==> src/rtl/pixel_stream_pkg.sv <==
// Shared definitions for the 24-bit pixel to 32-bit video stream path.
package pixel_stream_pkg;

    localparam int PIXEL_W = 24;
    localparam int WORD_W  = 32;
    localparam int KEEP_W  = WORD_W / 8;

    localparam logic [KEEP_W-1:0] TKEEP_ALL = 4'hF;

    localparam int X_PIXELS_DEF = 640;
    localparam int Y_PIXELS_DEF = 480;

    typedef struct packed {
        logic [7:0] r;
        logic [7:0] g;
        logic [7:0] b;
    } pixel_t;

endpackage

==> src/rtl/pixel_packer_24to32_if.sv <==
// Pixel input handshake and 32-bit video stream output bundled together.
interface pixel_packer_24to32_if;
    import pixel_stream_pkg::*;

    logic                in_valid;
    logic                in_ready;
    logic [PIXEL_W-1:0]  in_pixel;

    logic [WORD_W-1:0]   out_stream_tdata;
    logic [KEEP_W-1:0]   out_stream_tkeep;
    logic                out_stream_tvalid;
    logic                out_stream_tready;
    logic                out_stream_tuser;
    logic                out_stream_tlast;

    // Pixel source and stream sink side (testbench / surrounding system).
    modport master (
        output in_valid, in_pixel, out_stream_tready,
        input  in_ready, out_stream_tdata, out_stream_tkeep,
               out_stream_tvalid, out_stream_tuser, out_stream_tlast
    );

    // Packer side.
    modport slave (
        input  in_valid, in_pixel, out_stream_tready,
        output in_ready, out_stream_tdata, out_stream_tkeep,
               out_stream_tvalid, out_stream_tuser, out_stream_tlast
    );
endinterface

==> src/rtl/stream_out_reg.sv <==
// Single-entry output register with valid/ready carrying data, tuser and tlast.
module stream_out_reg
    import pixel_stream_pkg::*;
(
    input  logic              clk,
    input  logic              rst,
    input  logic              i_load,
    input  logic [WORD_W-1:0] i_data,
    input  logic              i_user,
    input  logic              i_last,
    input  logic              i_ready,
    output logic              o_valid,
    output logic [WORD_W-1:0] o_data,
    output logic              o_user,
    output logic              o_last
);

    logic              r_valid;
    logic [WORD_W-1:0] r_data;
    logic              r_user;
    logic              r_last;

    // Load replaces the held word (even when it is handshaken the same cycle);
    // otherwise a handshake empties the register and the payload is left as-is.
    always_ff @(posedge clk) begin
        if (rst) begin
            r_valid <= 1'b0;
            r_data  <= '0;
            r_user  <= 1'b0;
            r_last  <= 1'b0;
        end else if (i_load) begin
            r_valid <= 1'b1;
            r_data  <= i_data;
            r_user  <= i_user;
            r_last  <= i_last;
        end else if (r_valid && i_ready) begin
            r_valid <= 1'b0;
        end
    end

    assign o_valid = r_valid;
    assign o_data  = r_data;
    assign o_user  = r_user;
    assign o_last  = r_last;

endmodule

==> src/rtl/pixel_packer_24to32.sv <==
// Packs 24-bit RGB pixels into 32-bit video stream words (4 pixels -> 3 words)
// and tags each word with start-of-frame (tuser) and end-of-line (tlast).
module pixel_packer_24to32
    import pixel_stream_pkg::*;
#(
    parameter int X_PIXELS = X_PIXELS_DEF,
    parameter int Y_PIXELS = Y_PIXELS_DEF
)(
    input logic                  out_stream_aclk,
    input logic                  periph_reset,
    pixel_packer_24to32_if.slave bus
);

    localparam int X_WORDS = X_PIXELS * 3 / 4;
    localparam int XCW     = $clog2(X_WORDS + 1);
    localparam int YCW     = $clog2(Y_PIXELS + 1);

    logic [1:0]         r_phase;
    logic [PIXEL_W-1:0] r_residue;
    logic [XCW-1:0]     r_x_word;
    logic [YCW-1:0]     r_y_line;

    pixel_t             w_pix;
    logic               w_out_valid;
    logic               w_in_ready;
    logic               w_accept;
    logic               w_load;
    logic               w_out_hs;
    logic [WORD_W-1:0]  w_word;
    logic [PIXEL_W-1:0] w_residue_nx;
    logic [XCW-1:0]     w_x_inc;
    logic [YCW-1:0]     w_y_inc;
    logic [XCW-1:0]     w_idx_x;
    logic [YCW-1:0]     w_idx_y;
    logic               w_user;
    logic               w_last;

    assign w_pix      = pixel_t'(bus.in_pixel);
    // Phase 0 never loads a word, so one pixel may always be absorbed into residue.
    assign w_in_ready = (r_phase == 2'd0) || !w_out_valid || bus.out_stream_tready;
    assign w_accept   = bus.in_valid && w_in_ready;
    assign w_load     = w_accept && (r_phase != 2'd0);
    assign w_out_hs   = w_out_valid && bus.out_stream_tready;

    // Counter values one word beyond the current position, with line/frame wrap.
    always_comb begin
        w_x_inc = r_x_word + XCW'(1);
        w_y_inc = r_y_line;
        if (r_x_word == XCW'(X_WORDS - 1)) begin
            w_x_inc = '0;
            w_y_inc = (r_y_line == YCW'(Y_PIXELS - 1)) ? '0 : r_y_line + YCW'(1);
        end
    end

    // The counters point at the word currently held (or next to be loaded if empty);
    // a load alongside a pending word can only happen as that word leaves, so the
    // new word's index is one beyond it.
    always_comb begin
        w_idx_x = w_out_valid ? w_x_inc : r_x_word;
        w_idx_y = w_out_valid ? w_y_inc : r_y_line;
        w_user  = (w_idx_x == '0) && (w_idx_y == '0);
        w_last  = (w_idx_x == XCW'(X_WORDS - 1));
    end

    // Word assembly from residue plus the incoming pixel, and the leftover bits.
    always_comb begin
        w_word       = '0;
        w_residue_nx = r_residue;
        case (r_phase)
            2'd0: w_residue_nx = w_pix;
            2'd1: begin
                w_word       = {w_pix.b, r_residue};
                w_residue_nx = {8'h00, w_pix.r, w_pix.g};
            end
            2'd2: begin
                w_word       = {w_pix.g, w_pix.b, r_residue[15:0]};
                w_residue_nx = {16'h0000, w_pix.r};
            end
            default: begin
                w_word       = {w_pix, r_residue[7:0]};
                w_residue_nx = '0;
            end
        endcase
    end

    // Pixel phase and residue advance on every accepted pixel.
    always_ff @(posedge out_stream_aclk) begin
        if (periph_reset) begin
            r_phase   <= 2'd0;
            r_residue <= '0;
        end else if (w_accept) begin
            r_phase   <= r_phase + 2'd1;
            r_residue <= w_residue_nx;
        end
    end

    // Word and line counters advance on each output handshake.
    always_ff @(posedge out_stream_aclk) begin
        if (periph_reset) begin
            r_x_word <= '0;
            r_y_line <= '0;
        end else if (w_out_hs) begin
            r_x_word <= w_x_inc;
            r_y_line <= w_y_inc;
        end
    end

    stream_out_reg u_out_reg (
        .clk     (out_stream_aclk),
        .rst     (periph_reset),
        .i_load  (w_load),
        .i_data  (w_word),
        .i_user  (w_user),
        .i_last  (w_last),
        .i_ready (bus.out_stream_tready),
        .o_valid (w_out_valid),
        .o_data  (bus.out_stream_tdata),
        .o_user  (bus.out_stream_tuser),
        .o_last  (bus.out_stream_tlast)
    );

    assign bus.in_ready          = w_in_ready;
    assign bus.out_stream_tvalid = w_out_valid;
    assign bus.out_stream_tkeep  = TKEEP_ALL;

endmodule

==> src/flat_wrapper.sv <==
// flat-port wrapper written by rule: the top's interface ports become plain ports
module pixel_packer_24to32_flat import pixel_stream_pkg::*;
#(
    parameter int X_PIXELS = X_PIXELS_DEF,
    parameter int Y_PIXELS = Y_PIXELS_DEF
)
  (out_stream_aclk, periph_reset, bus_in_valid, bus_in_pixel, bus_out_stream_tready, bus_in_ready, bus_out_stream_tdata, bus_out_stream_tkeep, bus_out_stream_tvalid, bus_out_stream_tuser, bus_out_stream_tlast);
  pixel_packer_24to32_if bus_i ();
  input logic out_stream_aclk;
  input logic periph_reset;
  input wire logic [$bits(bus_i.in_valid)-1:0] bus_in_valid;
  input wire logic [$bits(bus_i.in_pixel)-1:0] bus_in_pixel;
  input wire logic [$bits(bus_i.out_stream_tready)-1:0] bus_out_stream_tready;
  output wire logic [$bits(bus_i.in_ready)-1:0] bus_in_ready;
  output wire logic [$bits(bus_i.out_stream_tdata)-1:0] bus_out_stream_tdata;
  output wire logic [$bits(bus_i.out_stream_tkeep)-1:0] bus_out_stream_tkeep;
  output wire logic [$bits(bus_i.out_stream_tvalid)-1:0] bus_out_stream_tvalid;
  output wire logic [$bits(bus_i.out_stream_tuser)-1:0] bus_out_stream_tuser;
  output wire logic [$bits(bus_i.out_stream_tlast)-1:0] bus_out_stream_tlast;
  assign bus_i.in_valid = bus_in_valid;
  assign bus_i.in_pixel = bus_in_pixel;
  assign bus_i.out_stream_tready = bus_out_stream_tready;
  assign bus_in_ready = bus_i.in_ready;
  assign bus_out_stream_tdata = bus_i.out_stream_tdata;
  assign bus_out_stream_tkeep = bus_i.out_stream_tkeep;
  assign bus_out_stream_tvalid = bus_i.out_stream_tvalid;
  assign bus_out_stream_tuser = bus_i.out_stream_tuser;
  assign bus_out_stream_tlast = bus_i.out_stream_tlast;
  pixel_packer_24to32 #(.X_PIXELS(X_PIXELS), .Y_PIXELS(Y_PIXELS)) u_core (.out_stream_aclk(out_stream_aclk), .periph_reset(periph_reset), .bus(bus_i));
endmodule
==> config.mk <==
export PLATFORM = sky130hd
export DESIGN_NAME = pixel_packer_24to32_flat
export DESIGN_NICKNAME = d
export VERILOG_FILES = /design/src/rtl/pixel_stream_pkg.sv /design/src/rtl/pixel_packer_24to32_if.sv /design/src/rtl/stream_out_reg.sv /design/src/rtl/pixel_packer_24to32.sv /design/src/flat_wrapper.sv
export SDC_FILE = /design/constraint.sdc
export NUM_CORES = 1
export LEC_CHECK = 0
export BUFFER_PORTS_ARGS = -buffer_cell sky130_fd_sc_hd__buf_2
export CORE_ASPECT_RATIO = 1.1
export CORE_MARGIN = 5
export CORE_UTILIZATION = 56
export DETAILED_ROUTE_END_ITERATION = 10
export GPL_TIMING_DRIVEN = 0
export PLACE_DENSITY = 0.79
export SYNTH_ARGS = -nofsm -noshare
export SYNTH_HDL_FRONTEND = slang
export SYNTH_SLANG_ARGS = --single-unit
==> constraint.sdc <==
create_clock -name out_stream_aclk -period 2.55 [get_ports out_stream_aclk]
set_input_delay 0.3825 -clock out_stream_aclk [delete_from_list [all_inputs] [get_ports out_stream_aclk]]
set_output_delay 0.3825 -clock out_stream_aclk [all_outputs]
set_load 0.005 [all_outputs]
==> out/qor.csv <==
stage;metric;value;unit
outcome;status;finished, final reports clean;
synthesis;ys.warnings.count;0;
worst_setup_path;worstPathRequired;2780;ps
worst_setup_path;critPathMaxStageDelay;450;ps
cts;cts_tree;built;
worst_setup_path;critical_path_class;reg -> reg;
timing;hold_violations;0;
detailed_routing;post_drt_wl_per_cell;17.4;um
final_layout;fin_nets;651;
cts;clkSlewWorstSetupHoldPaths;90;ps
grt;track_usage;26.9;%
worst_setup_path;crit_family;buffers and inverters;
grt;grt_pass1_vias;4080;
detailed_routing;drc;0;
run;cap_violations;0;
pwr;p_total;2.71;mW
die;die-area;9180;um^2
detailed_routing;ant_nets;0;
worst_setup_path;crit_fanout;10;
placement;dp_hpwl;9330;um
grt;overflow;0;
placement;port_buffers;62;
worst_setup_path;crit_path_start_kind;register;
synthesis;yosysUniqueCellTypes;57;
detailed_routing;avgViaCountPerCell;6.14;
grt;grt_pass1_wl;20200;um
synthesis;synth-edff-count;0;
final_layout;multiInputGateArea;2290;um^2
synthesis;syn_inst;540;
worst_setup_path;arrival;2560;ps
die;core_region_area;7090;um^2
synthesis;yosys_register_bits;79;
pwr;powerDensity;570;nW/um^2
cts;cts-buffers-inserted;9;
timing;rsz0062_at_grt;no;
timing;min_period;2330;ps
timing;slew_headroom;63.4;%
cts;clockBufferDepth;2;
cts;root_buffer;clkbuf_8;
timing;hold_ws;338;ps
cts;clk_latency;350;ps
detailed_routing;first_iter_violations;377;
synthesis;synth_area;4120;um^2
final_layout;seq_area;1580;um^2
pwr;peakVddDrop;0.000415;V
die;die_w;91.8;um
cts;holdBufCountCts;0;
timing;final.period_utilization;91.6;%
timing;drv_slew;0;
synthesis;synthArstFlopShare;0;%
die;initial_core_util;58.2;%
final_layout;n_antenna_cell;0;
final_layout;fillers;629;
final_layout;area_growth;15.2;%
worst_setup_path;r2r_slack;220;ps
grt;grt_max_degree;15;
min_path;hp-class;in -> reg;
detailed_routing;drt_wl_total;12300;um
placement;place_congestion;1.04;
synthesis;syn_area_per_cell;7.64;um^2
cts;h-tree-depth;3;
synthesis;ys.flop_type;dfxtp_1;
grt;antenna_found_initial;0;
worst_setup_path;cpMaxStageDelayCell;buf_1;
pwr;leakage;1.75;nW
cts;clock-sinks;79;
detailed_routing;drtPass1Iterations;6;
worst_setup_path;critPathBufInv;3;
final_layout;final_util;67.1;%
synthesis;ys_seq_area_share;38.3;%
timing;clock_skew;10.5;ps
timing;setup_viol;0;
die;die_h;100;um
worst_setup_path;worstSetupEndpointType;register;
die;boundaryPins;68;
worst_setup_path;crit_chain;inv_1, ha_1, clkbuf_1, or2_2, nand2_1, buf_1, mux2i_1, nor2_1;
detailed_routing;vias;4338;
die;rows;32;
final_layout;layout-drive-gt1-share;15.6;%
timing;setup_tns;0;ps
timing;max_freq;0.428;GHz
timing;worst_pin_slew;548;ps
[cell usage after synthesis, drive strengths merged, types with 9 or more instances]
cell type | count | area, um^2
dfxtp | 79 | 1580
nand2 | 76 | 285
nor2 | 63 | 236
a21oi | 48 | 240
clkbuf | 43 | 161
a22oi | 41 | 308
nor3 | 31 | 160
o21ai | 23 | 115
buf | 13 | 77.6
a211oi | 10 | 75.1
nand4 | 9 | 56.3
nor3b | 9 | 67.6
[layer usage]
layer	vias up	share of wire (%)	track usage (%)
li1	2105	-	-
met1	2020	41	33.5
met2	173	48	45.6
met3	40	6.4	4.50
met4	0	3.9	12.7
met5	-	0	0
[metrics by stage]
stage	cells	worst slack (ps)	cell area (um^2)
2_1_floorplan	543	582	4140
3_3_place_gp	690	38.9	4550
3_5_place_dp	690	81.3	4550
4_1_cts	706	47.8	4740
5_1_grt	707	12.1	4750
6_report	707	215	4750
[final timing paths]
path                               start                           to  cells past startpoint
max reg2reg            u_core.r_phase[0]            u_core.r_phase[1]                      8
min                     bus_in_pixel[22]         u_core.r_residue[22]                      3
min reg2reg  u_core.u_out_reg.o_data[24]  u_core.u_out_reg.o_data[24]                      2
max                    u_core.r_phase[0]            u_core.r_phase[1]                      8
[tightest hold or removal path, stage by stage]
cell     delay [ps]
buf_2           120
a22oi_1          80
nor2_1           70
[placed cells by master (no fill, tap or decap), types with 3 or more instances in the layout]
master	synthesis	layout
dfxtp_1	79	78
nand2_1	76	76
buf_2	5	67
nor2_1	63	63
a21oi_1	48	48
clkbuf_1	43	43
a22oi_1	41	41
nor3_1	30	30
o21ai_0	22	22
clkbuf_8	0	11
a211oi_1	10	10
nor3b_1	9	9
nand4_1	9	9
a222oi_1	8	8
inv_1	6	6
nand3_1	6	6
xor2_1	6	6
ha_1	6	6
a311oi_1	5	5
buf_4	4	5
mux2i_1	4	4
conb_1	1	4
nand2b_1	3	3
buf_1	3	3
xnor2_1	3	3
nand3b_1	3	3
nor2b_1	3	3
a2bb2oi_1	3	3
a31oi_1	3	3
clkinvlp_4	0	3
[final cells by class]
type,instances,share of cell area [%]
Timing Repair Buffer,63,6.69
Tap cell,85,2.24
Clock buffer,11,3.19
Inverter,7,0.553
Clock inverter,5,0.843
Multi-Input combinational cell,401,48.2
Sequential cell,79,33.3
Buffer,56,5.03
[power breakdown]
group / leakage [nW] / switching [mW] / internal, mW
combinational: 1.02 / 0.304 / 0.171
sequential: 0.643 / 0.0368 / 1.29
clock: 0.0886 / 0.490 / 0.414
[state kept, by name (all words and copies together), names as in the netlist]
| name | cells |
|---|---|
| u_core.r_phase | 2 |
| u_core.r_residue | 24 |
| u_core.r_x_word | 9 |
| u_core.r_y_line | 9 |
| u_core.u_out_reg.o_data | 32 |
| u_core.u_out_reg.o_last | 1 |
| u_core.u_out_reg.o_user | 1 |
| u_core.u_out_reg.o_valid | 1 |
[cells by family (layout without fill, tap and decap cells)]
kind of cell | count (synthesis) | count (layout) | synth area share [%]
and+or+nand+nor | 221 | 221 | 25.1
AOI/OAI and AO/OA | 156 | 156 | 25.1
DFF | 79 | 79 | 38.3
buffers and inverters | 63 | 142 | 6.43
xor gates and xnor gates | 9 | 9 | 1.91
adders and majority gates | 6 | 6 | 1.82
muxes | 5 | 5 | 1.24
other | 1 | 4 | 0.0909
[repair_timing]
| item | CTS | global route |
|---|---|---|
| gates resized for setup | 0 | 1 |
| endpoints found under the hold margin | 0 | 0 |
| setup endpoints to repair | 0 | 4 |
| setup buffers | 0 | 1 |
(Power assumes the default switching activity.)
